**src/rtl/alu_seq_unit_if.sv**
```systemverilog
// Operand/result handshake bundle for alu_seq_unit.
// master = operand source / result consumer, slave = the execution unit.
interface alu_seq_unit_if #(
  parameter int WIDTH = 32
);
  logic             in_valid;
  logic             in_ready;
  logic [2:0]       op;
  logic [WIDTH-1:0] a;
  logic [WIDTH-1:0] b;
  logic             out_valid;
  logic             out_ready;
  logic [WIDTH-1:0] result;
  logic             zero;
  logic             carry;

  modport master (
    output in_valid, op, a, b, out_ready,
    input  in_ready, out_valid, result, zero, carry
  );

  modport slave (
    input  in_valid, op, a, b, out_ready,
    output in_ready, out_valid, result, zero, carry
  );
endinterface

```
**src/rtl/alu_seq_unit.sv**
```systemverilog
// Registered ALU execution unit with an iterative shift-add multiplier.
// Single-cycle logic ops; MUL takes a fixed WIDTH iterations.
//
// state    | meaning
// ---------+---------------------------------------------------------
// ST_IDLE  | ready for a new op; single-cycle ops finish on accept
// ST_MUL   | shift-add multiply running, one multiplier bit per cycle
// ST_DONE  | result registered and presented, waiting for out_ready
module alu_seq_unit #(
  parameter int WIDTH  = 32,
  parameter bit MUL_EN = 1'b1
) (
  input logic           clk,
  input logic           rst_n,
  alu_seq_unit_if.slave bus
);

  localparam int SHW = $clog2(WIDTH);

  typedef enum logic [1:0] {
    ST_IDLE = 2'd0,
    ST_MUL  = 2'd1,
    ST_DONE = 2'd2
  } state_t;

  state_t state_q, state_d;

  logic [2*WIDTH-1:0] mcand_q;
  logic [2*WIDTH-1:0] acc_q;
  logic [WIDTH-1:0]   mplier_q;
  logic [SHW-1:0]     iter_q;
  logic [WIDTH-1:0]   result_q;
  logic               zero_q;
  logic               carry_q;

  logic               in_ready_c;
  logic               out_valid_c;
  logic               accept;
  logic               is_mul;
  logic               mul_last;

  logic [SHW-1:0]     shamt;
  logic [WIDTH:0]     add_ext;
  logic [WIDTH:0]     sub_ext;
  logic [WIDTH-1:0]   alu_res;
  logic               alu_carry;
  logic [2*WIDTH-1:0] acc_next;

  assign accept   = bus.in_valid && in_ready_c;
  assign is_mul   = (bus.op == 3'b111) && MUL_EN;
  assign mul_last = (iter_q == '0);

  // Single-cycle result and carry for the op presented at accept.
  always_comb begin
    shamt     = bus.b[SHW-1:0];
    add_ext   = {1'b0, bus.a} + {1'b0, bus.b};
    sub_ext   = {1'b0, bus.a} + {1'b0, ~bus.b} + (WIDTH+1)'(1);
    alu_res   = '0;
    alu_carry = 1'b0;
    case (bus.op)
      3'b000: alu_res = bus.a & bus.b;
      3'b001: alu_res = bus.a << shamt;
      3'b010: alu_res = bus.a | bus.b;
      3'b011: alu_res = bus.a ^ bus.b;
      3'b100: begin
        alu_res   = add_ext[WIDTH-1:0];
        alu_carry = add_ext[WIDTH];
      end
      3'b101: begin
        alu_res   = sub_ext[WIDTH-1:0];
        alu_carry = sub_ext[WIDTH];
      end
      3'b110: alu_res = bus.a >> shamt;
      default: begin
        alu_res   = '0;
        alu_carry = 1'b0;
      end
    endcase
  end

  // One shift-add step: conditionally add the shifted multiplicand.
  always_comb begin
    acc_next = mplier_q[0] ? (acc_q + mcand_q) : acc_q;
  end

  // State register.
  always_ff @(posedge clk) begin
    if (!rst_n) state_q <= ST_IDLE;
    else        state_q <= state_d;
  end

  // Next-state and handshake outputs.
  always_comb begin
    state_d     = state_q;
    in_ready_c  = 1'b0;
    out_valid_c = 1'b0;
    case (state_q)
      ST_IDLE: begin
        in_ready_c = 1'b1;
        if (bus.in_valid) state_d = is_mul ? ST_MUL : ST_DONE;
      end
      ST_MUL: begin
        if (mul_last) state_d = ST_DONE;
      end
      ST_DONE: begin
        out_valid_c = 1'b1;
        if (bus.out_ready) state_d = ST_IDLE;
      end
      default: state_d = ST_IDLE;
    endcase
  end

  // Datapath: operand capture, multiply iterations and result/flag registers.
  always_ff @(posedge clk) begin
    if (!rst_n) begin
      mcand_q  <= '0;
      acc_q    <= '0;
      mplier_q <= '0;
      iter_q   <= '0;
      result_q <= '0;
      zero_q   <= 1'b0;
      carry_q  <= 1'b0;
    end else begin
      case (state_q)
        ST_IDLE: begin
          if (accept) begin
            if (is_mul) begin
              mcand_q  <= {{WIDTH{1'b0}}, bus.a};
              mplier_q <= bus.b;
              acc_q    <= '0;
              iter_q   <= SHW'(WIDTH - 1);
            end else begin
              result_q <= alu_res;
              zero_q   <= (alu_res == '0);
              carry_q  <= alu_carry;
            end
          end
        end
        ST_MUL: begin
          acc_q    <= acc_next;
          mcand_q  <= mcand_q << 1;
          mplier_q <= mplier_q >> 1;
          iter_q   <= iter_q - 1'b1;
          if (mul_last) begin
            result_q <= acc_next[WIDTH-1:0];
            zero_q   <= (acc_next[WIDTH-1:0] == '0);
            carry_q  <= |acc_next[2*WIDTH-1:WIDTH];
          end
        end
        default: ;
      endcase
    end
  end

  assign bus.in_ready  = in_ready_c;
  assign bus.out_valid = out_valid_c;
  assign bus.result    = result_q;
  assign bus.zero      = zero_q;
  assign bus.carry     = carry_q;

endmodule

```
**src/flat_wrapper.sv**
```systemverilog
// flat-port wrapper written by rule: the top's interface ports become plain ports
module alu_seq_unit_flat 
#(
  parameter int WIDTH  = 32,
  parameter bit MUL_EN = 1'b1
)
  (clk, rst_n, bus_in_valid, bus_op, bus_a, bus_b, bus_out_ready, bus_in_ready, bus_out_valid, bus_result, bus_zero, bus_carry);
  alu_seq_unit_if #(.WIDTH(WIDTH)) bus_i ();
  input logic clk;
  input logic rst_n;
  input wire logic [$bits(bus_i.in_valid)-1:0] bus_in_valid;
  input wire logic [$bits(bus_i.op)-1:0] bus_op;
  input wire logic [$bits(bus_i.a)-1:0] bus_a;
  input wire logic [$bits(bus_i.b)-1:0] bus_b;
  input wire logic [$bits(bus_i.out_ready)-1:0] bus_out_ready;
  output wire logic [$bits(bus_i.in_ready)-1:0] bus_in_ready;
  output wire logic [$bits(bus_i.out_valid)-1:0] bus_out_valid;
  output wire logic [$bits(bus_i.result)-1:0] bus_result;
  output wire logic [$bits(bus_i.zero)-1:0] bus_zero;
  output wire logic [$bits(bus_i.carry)-1:0] bus_carry;
  assign bus_i.in_valid = bus_in_valid;
  assign bus_i.op = bus_op;
  assign bus_i.a = bus_a;
  assign bus_i.b = bus_b;
  assign bus_i.out_ready = bus_out_ready;
  assign bus_in_ready = bus_i.in_ready;
  assign bus_out_valid = bus_i.out_valid;
  assign bus_result = bus_i.result;
  assign bus_zero = bus_i.zero;
  assign bus_carry = bus_i.carry;
  alu_seq_unit #(.WIDTH(WIDTH), .MUL_EN(MUL_EN)) u_core (.clk(clk), .rst_n(rst_n), .bus(bus_i));
endmodule
```
**config.mk**
```make
export PLATFORM = sky130hd
export DESIGN_NAME = alu_seq_unit_flat
export DESIGN_NICKNAME = d
export VERILOG_FILES = /design/src/rtl/alu_seq_unit_if.sv /design/src/rtl/alu_seq_unit.sv /design/src/flat_wrapper.sv
export SDC_FILE = /design/constraint.sdc
export NUM_CORES = 1
export LEC_CHECK = 0
export BUFFER_PORTS_ARGS = -buffer_cell sky130_fd_sc_hd__buf_2
export CAP_MARGIN = 0
export CELL_PAD_IN_SITES_DETAIL_PLACEMENT = 1
export CELL_PAD_IN_SITES_GLOBAL_PLACEMENT = 2
export CORE_UTILIZATION = 40
export CTS_CLUSTER_DIAMETER = 150
export DETAILED_ROUTE_END_ITERATION = 16
export PLACE_DENSITY = 0.93
export SETUP_SLACK_MARGIN = 0.4
export SLEW_MARGIN = 15
export SYNTH_ARGS = -nofsm -noshare
export SYNTH_HDL_FRONTEND = slang
export SYNTH_SLANG_ARGS = --single-unit
```
**constraint.sdc**
```tcl
create_clock -name clk -period 8.3 [get_ports clk]
set_clock_uncertainty 0.2 [all_clocks]
set_input_delay 0.83 -clock clk [delete_from_list [all_inputs] [get_ports clk]]
set_output_delay 0.83 -clock clk [all_outputs]
set_load 0.01 [all_outputs]
```
## Yosys cells after proc, flatten, opt, wreduce, memory -nomap -nowiden

Index checks and enable logic that the tools add are counted.

| storage, ports and cells | value |
|---|---|
| register bits | 201 |
| latch bits | 0 |
| bits in writable memories | 0 |
| ROM bits | 0 |
| input bits | 71 |
| output and inout port bits | 36 |
| logic and storage cells | 79 |
| memories kept | 0 |

| cells by class | value |
|---|---|
| add/sub/neg operators | 5 |
| multipliers | 0 |
| div/mod/pow operators | 0 |
| order comparisons | 0 |
| eq/ne operators | 15 |
| shift operators | 2 |
| muxes and demuxes | 34 |
| bitwise gates (word level) | 4 |
| reductions and logical operators | 11 |

Operator list:

| operator | count |
|---|---|
| 64-bit 2-to-1 mux | 5 |
| 64-bit case mux with 2 select lines | 2 |
| 32-bit case mux with 7 select lines | 1 |
| 32-bit 2-to-1 mux | 5 |
| 32-bit case mux with 2 select lines | 2 |
| 32-bit by 32-bit adder with 33-bit output | 2 |
| 64-bit adder | 1 |
| 32-bit logical NOT | 2 |
| 33-bit by 1-bit adder with 33-bit output, second input constant | 1 |
| 32-bit bitwise AND | 1 |
| 32-bit inverter | 1 |
| 32-bit bitwise OR | 1 |
| 32-bit OR reduction | 1 |
| 32-bit by 5-bit left shift with 32-bit output | 1 |
| 32-bit by 5-bit >> shifter with 32-bit output | 1 |
| 32-bit XOR | 1 |
| 3-bit equality test, second input constant | 4 |
| 5-bit 2-to-1 mux | 2 |
| 5-bit case mux with 2 select lines | 1 |
| 1-bit 2-to-1 mux | 8 |
| 2-bit 2-to-1 mux | 4 |
| 3-bit by 2-bit equality test with 1-bit output, second input constant | 2 |
| 2-bit by 1-bit != test with 1-bit output, second input constant | 3 |
| 2-bit != test, second input constant | 3 |
| other kinds (13) | 16 |

## Logic depth before layout (Yosys ltp)

| depth | value |
|---|---|
| depth in word-level cells | 8 |
| mapped depth | 16 |
| mapped depth without buffers | 15 |

## Least setup slack after synthesis

No wires, ideal clock.

| timing | value |
|---|---|
| path type | input to register |
| start | in bus_b[3] |
| end | reg u_core.zero_q (netlist: u_core.bus.zero) |
| library setup time | 0.084 ns |
| arrival time | 4.479 ns |
| required time | 8.016 ns |
| slack | 3.537 ns |
| stages | 16 |
| path buffers | 3 |
| path through | inv_1 > clkbuf_1 > clkbuf_1 > clkbuf_1 > ha_1 > nor2_1 > o21ai_1 > a2111oi_2 > o311ai_1 > a311o_1 > a31oi_1 > xnor2_1 > a211o_1 > nor4_2 > nand4b_1 > o31ai_2 |

| on the way | value |
|---|---|
| cells in the longest elaborated chain, start to end | 8 |
| elaborated cells on any way between the ends | 14 |
| those cells by class | add/sub: 3; shift: 2; mux: 4; bitwise: 4; reduce/logical: 1 |

RTL lines:

| element | line | text |
|---|---|---|
| start: declaration | flat_wrapper.sv:14 | `input wire logic [$bits(bus_i.b)-1:0] bus_b;` |
| 32-bit inverter | alu_seq_unit.sv:57 | `sub_ext = {1'b0, bus.a} + {1'b0, ~bus.b} + (WIDTH+1)'(1);` |
| 32-bit by 32-bit adder with 33-bit output | alu_seq_unit.sv:57 |  |
| 33-bit by 1-bit adder with 33-bit output | alu_seq_unit.sv:57 |  |
| 32-bit case mux with 7 select lines (*) | alu_seq_unit.sv:60 | `case (bus.op)` |
| 32-bit logical NOT (*) | alu_seq_unit.sv:134 | `zero_q <= (alu_res == '0);` |
| 1-bit 2-to-1 mux (*) | alu_seq_unit.sv:127 | `if (is_mul) begin` |
| 1-bit 2-to-1 mux (*) | alu_seq_unit.sv:126 | `if (accept) begin` |
| 1-bit case mux with 2 select lines (*) | alu_seq_unit.sv:124 | `case (state_q)` |
| end signal: assignment | alu_seq_unit.sv:134 |  |
| end signal: assignment | alu_seq_unit.sv:146 | `zero_q <= (acc_next[WIDTH-1:0] == '0);` |
| end: declaration | alu_seq_unit.sv:33 | `logic zero_q;` |

Every way passes the cells marked *; elsewhere a longest branch is shown, timed or not. The select of a mux whose other input is x is not followed.
A chain may end at the register's enable or synchronous reset.

## Worst setup path in the final report

| timing | value |
|---|---|
| start | in bus_b[1] |
| end | reg u_core.zero_q (netlist: u_core.bus.zero) |

The elaborated chain is that of the path after synthesis.

==> flow_summary.json <==
{
  "hp-class": "reg -> reg",
  "gr-usage-all-layers_pct": 38.8,
  "startpoint": "bus_b[1]",
  "setup_tns_ps": 0,
  "route.detailed.drc": 0,
  "dp.cells": 3661,
  "crit_path_end_kind": "register",
  "synth_cell_type_count": 97,
  "dpl.hpwl_mm": 85.4,
  "rsz0062_at_grt": "false",
  "relSlewSlack_pct": 25.3,
  "synth.area.mux_share_pct": 9.50,
  "finalInstanceArea_mm2": 0.0237,
  "rr_endpoint": "u_core.bus.zero$_SDFFE_PN0P_",
  "grt-ovfl-total": 0,
  "ctsResizeCount": 0,
  "reg2reg_depth": 12,
  "r2r_start": "u_core.mcand_q[1]$_SDFFE_PN0P_",
  "drt_iter0_drc": 2270,
  "synth_compound_area_share_pct": 31.1,
  "via_per_inst": 6.77,
  "drv_cap": 0,
  "yosysTopAreaCellShare_pct": 18.3,
  "routed_wl_mm": 111,
  "fin_crit_ps": 5030,
  "avgSynthCellArea_um2": 7.19,
  "crit_buf_inv": 2,
  "setup_violations": 0,
  "initial_utilization_pct": 40.6,
  "worstPathRequired_ps": 8630,
  "fin_crit_sh_pct": 60.7,
  "die_x_um": 237,
  "path_max_fanout": 48,
  "core_mm2": 0.0541,
  "final_common_cell": "nand2_1",
  "antenna_found_initial": 4,
  "vias": 25200,
  "outcome": "finished clean",
  "async_flop_share_pct": 0,
  "slowest_stage": "buf_4",
  "clk_pin_slew_ps": 60,
  "synth-simple-area-share_pct": 22.6,
  "synth_area_leader_cell": "dfxtp_1",
  "fillers": 6845,
  "grt_pass1_wl_mm": 164,
  "cp.arrival_ps": 5360,
  "synthFlopType": "dfxtp_1",
  "fp-row-count": 85,
  "fp.dieArea_mm2": 0.0560,
  "post_synth_fa_ha_maj_area_fraction_pct": 9.83,
  "syn2layout_area_growth_pct": 7.76,
  "dpl_cell_area_mm2": 0.0227,
  "path_class": "in -> reg",
  "post_cts.repair.setup_buffers": 0,
  "drive_gt1_share_pct": 10.3,
  "synth_edf_count": 0,
  "grt_max_degree": 152,
  "tightest_slew_ps": 1120,
  "synth_area_leaders": "dfxtp_1 18%, ha_1 9.6%, a21oi_1 7.1%, nand2_1 6.2%, nor2_1 5.7%",
  "fin_cells": 3716,
  "max_freq_mhz": 199,
  "dr.pass1.iters": 5,
  "clk_latency_ps": 610,
  "gp_congestion": 1.05,
  "die_h_um": 237,
  "synth-xor-area-share_pct": 2.19,
  "power.leakage_nw": 9.26,
  "path_common_cell": "buf_4",
  "whs_path_depth": 2,
  "ant_nets": 0,
  "syn_nets": 3304,
  "ff2ff_setup_slack_ps": 3350,
  "cts_max_level": 1,
  "ys_seq_area_share_pct": 18.3,
  "ys_seq_elements": 201,
  "cts.root.buffer_cell": "clkbuf_16",
  "fin_nets": 3237,
  "cp-start-kind": "input port",
  "slew_viol_final": 0,
  "clkSinkCount": 201,
  "hold_violations": 0,
  "grt_pass1_vias": 24700,
  "cts_buffer_depth": 3,
  "yosys_warnings": 0,
  "wl_per_cell_um": 29.8,
  "max_stage_delay_ps": 630,
  "synth_top_family_by_area": "compound AO/OA/AOI/OAI gates",
  "power_density_mw_per_mm2": 141,
  "vdd_drop_max_uv": 168,
  "numCtsBuffers": 28,
  "path_depth": 13,
  "cts_tree": "done",
  "cpLargestDelayFamily": "compound AO/OA/AOI/OAI gates",
  "hold_buffers": 0,
  "io_pins": 107,
  "crit_chain": "buf_4, buf_4, mux2i_1, nor2_1, a31oi_1, o22ai_1, a221o_1, a221oi_1, and4_1, nand4_1, nor4_2, nand4b_1, o31ai_2",
  "syn_inst": 3062,
  "syn-cell-area_mm2": 0.0220,
  "endpoint": "u_core.bus.zero$_SDFFE_PN0P_",
  "port_buffers": 106,
  "final_cell_mix": "366 x nand2_1, 336 x nor2_1, 309 x a21oi_1"
}
how the worst min path moves through the flow:
stage	start	endpoint
6_report	u_core.bus.result[13]$_SDFFE_PN0P_	u_core.bus.result[13]$_SDFFE_PN0P_
5_1_grt	u_core.bus.result[21]$_SDFFE_PN0P_	u_core.bus.result[21]$_SDFFE_PN0P_
4_1_cts	u_core.bus.result[13]$_SDFFE_PN0P_	u_core.bus.result[13]$_SDFFE_PN0P_
3_5_place_dp	u_core.bus.result[7]$_SDFFE_PN0P_	u_core.bus.result[7]$_SDFFE_PN0P_
3_3_place_gp	u_core.bus.result[8]$_SDFFE_PN0P_	u_core.bus.result[8]$_SDFFE_PN0P_
2_1_floorplan	u_core.mplier_q[31]$_SDFFE_PN0P_	u_core.mplier_q[31]$_SDFFE_PN0P_
cells by family after synthesis:
group | Yosys count
AO/OA/AOI/OAI | 1057
XOR/XNOR | 55
adder cells (fa/ha/maj) | 171
buffers and inverters | 357
flip-flops | 201
multiplexers | 137
AND/OR/NAND/NOR | 1084
synth_stat cells (all sizes together), types with 16 or more instances:
cell type and number:
nand2 366, nor2 337, a21oi 311, o21ai 233, dfxtp 201, ha 168, clkbuf 158, inv 118
nand3 105, o211ai 97, buf 79, a211oi 55, mux2i 55, mux4 53, nand4 47, nor3 46
a21o 42, xnor2 36, or3 34, a31oi 33, a22oi 31, mux2 29, nor2b 29, nor4 26
o22ai 26, o21a 20, nand2b 19, o31ai 19, xor2 19, a221oi 17, o21bai 17, a21boi 16
flip-flops by register name (all words and copies together), names as in the netlist:
name / cells
u_core.mplier_q: 32
u_core.acc_q: 64
u_core.bus.result: 32
u_core.bus.carry: 1
u_core.mcand_q: 64
u_core.iter_q: 5
u_core.bus.zero: 1
u_core.state_q: 2
final cells by class:
cell class	instances	area [um^2]	area share, %
clock buffer	40	816	3.44
multi-input combinational	2504	16600	69.8
antenna	3	7.51	0.0317
clock inverter	12	180	0.760
timing repair buffer	140	801	3.38
sequential	201	4030	17.0
inverter	120	455	1.92
tap	696	871	3.67
through the flow:
stage	util, %	total power [mW]	setup WS [ps]	hold slack [ps]
3_5_place_dp	41.9	2.02	2840	248
2_1_floorplan	-	1.64	3540	231
4_1_cts	43.8	3.35	3470	256
3_3_place_gp	41.9	2.01	2930	238
5_1_grt	43.8	3.47	3080	269
6_report	43.8	3.35	3270	252
layer usage:
layer / up-vias / wire (um) / GRT usage [%]
met1: 12700 / 47000 / 50.3
met4: 4 / 6480 / 20.6
li1: 11200 / - / -
met2: 1078 / 49800 / 61.8
met3: 250 / 7620 / 6.14
met5: - / 24 / 0
tightest hold or removal path, stage by stage (launching register included):
cell and delay (ps):
dfxtp_1 310, nand2_1 50, a21oi_1 50
power by group:
part | internal, mW | leakage (nW) | switching (mW)
Combinational | 0.311 | 7.15 | 0.692
Clock | 0.782 | 0.486 | 0.534
Sequential | 0.997 | 1.63 | 0.0363
Note: power is estimated with default switching activity, not from simulation.
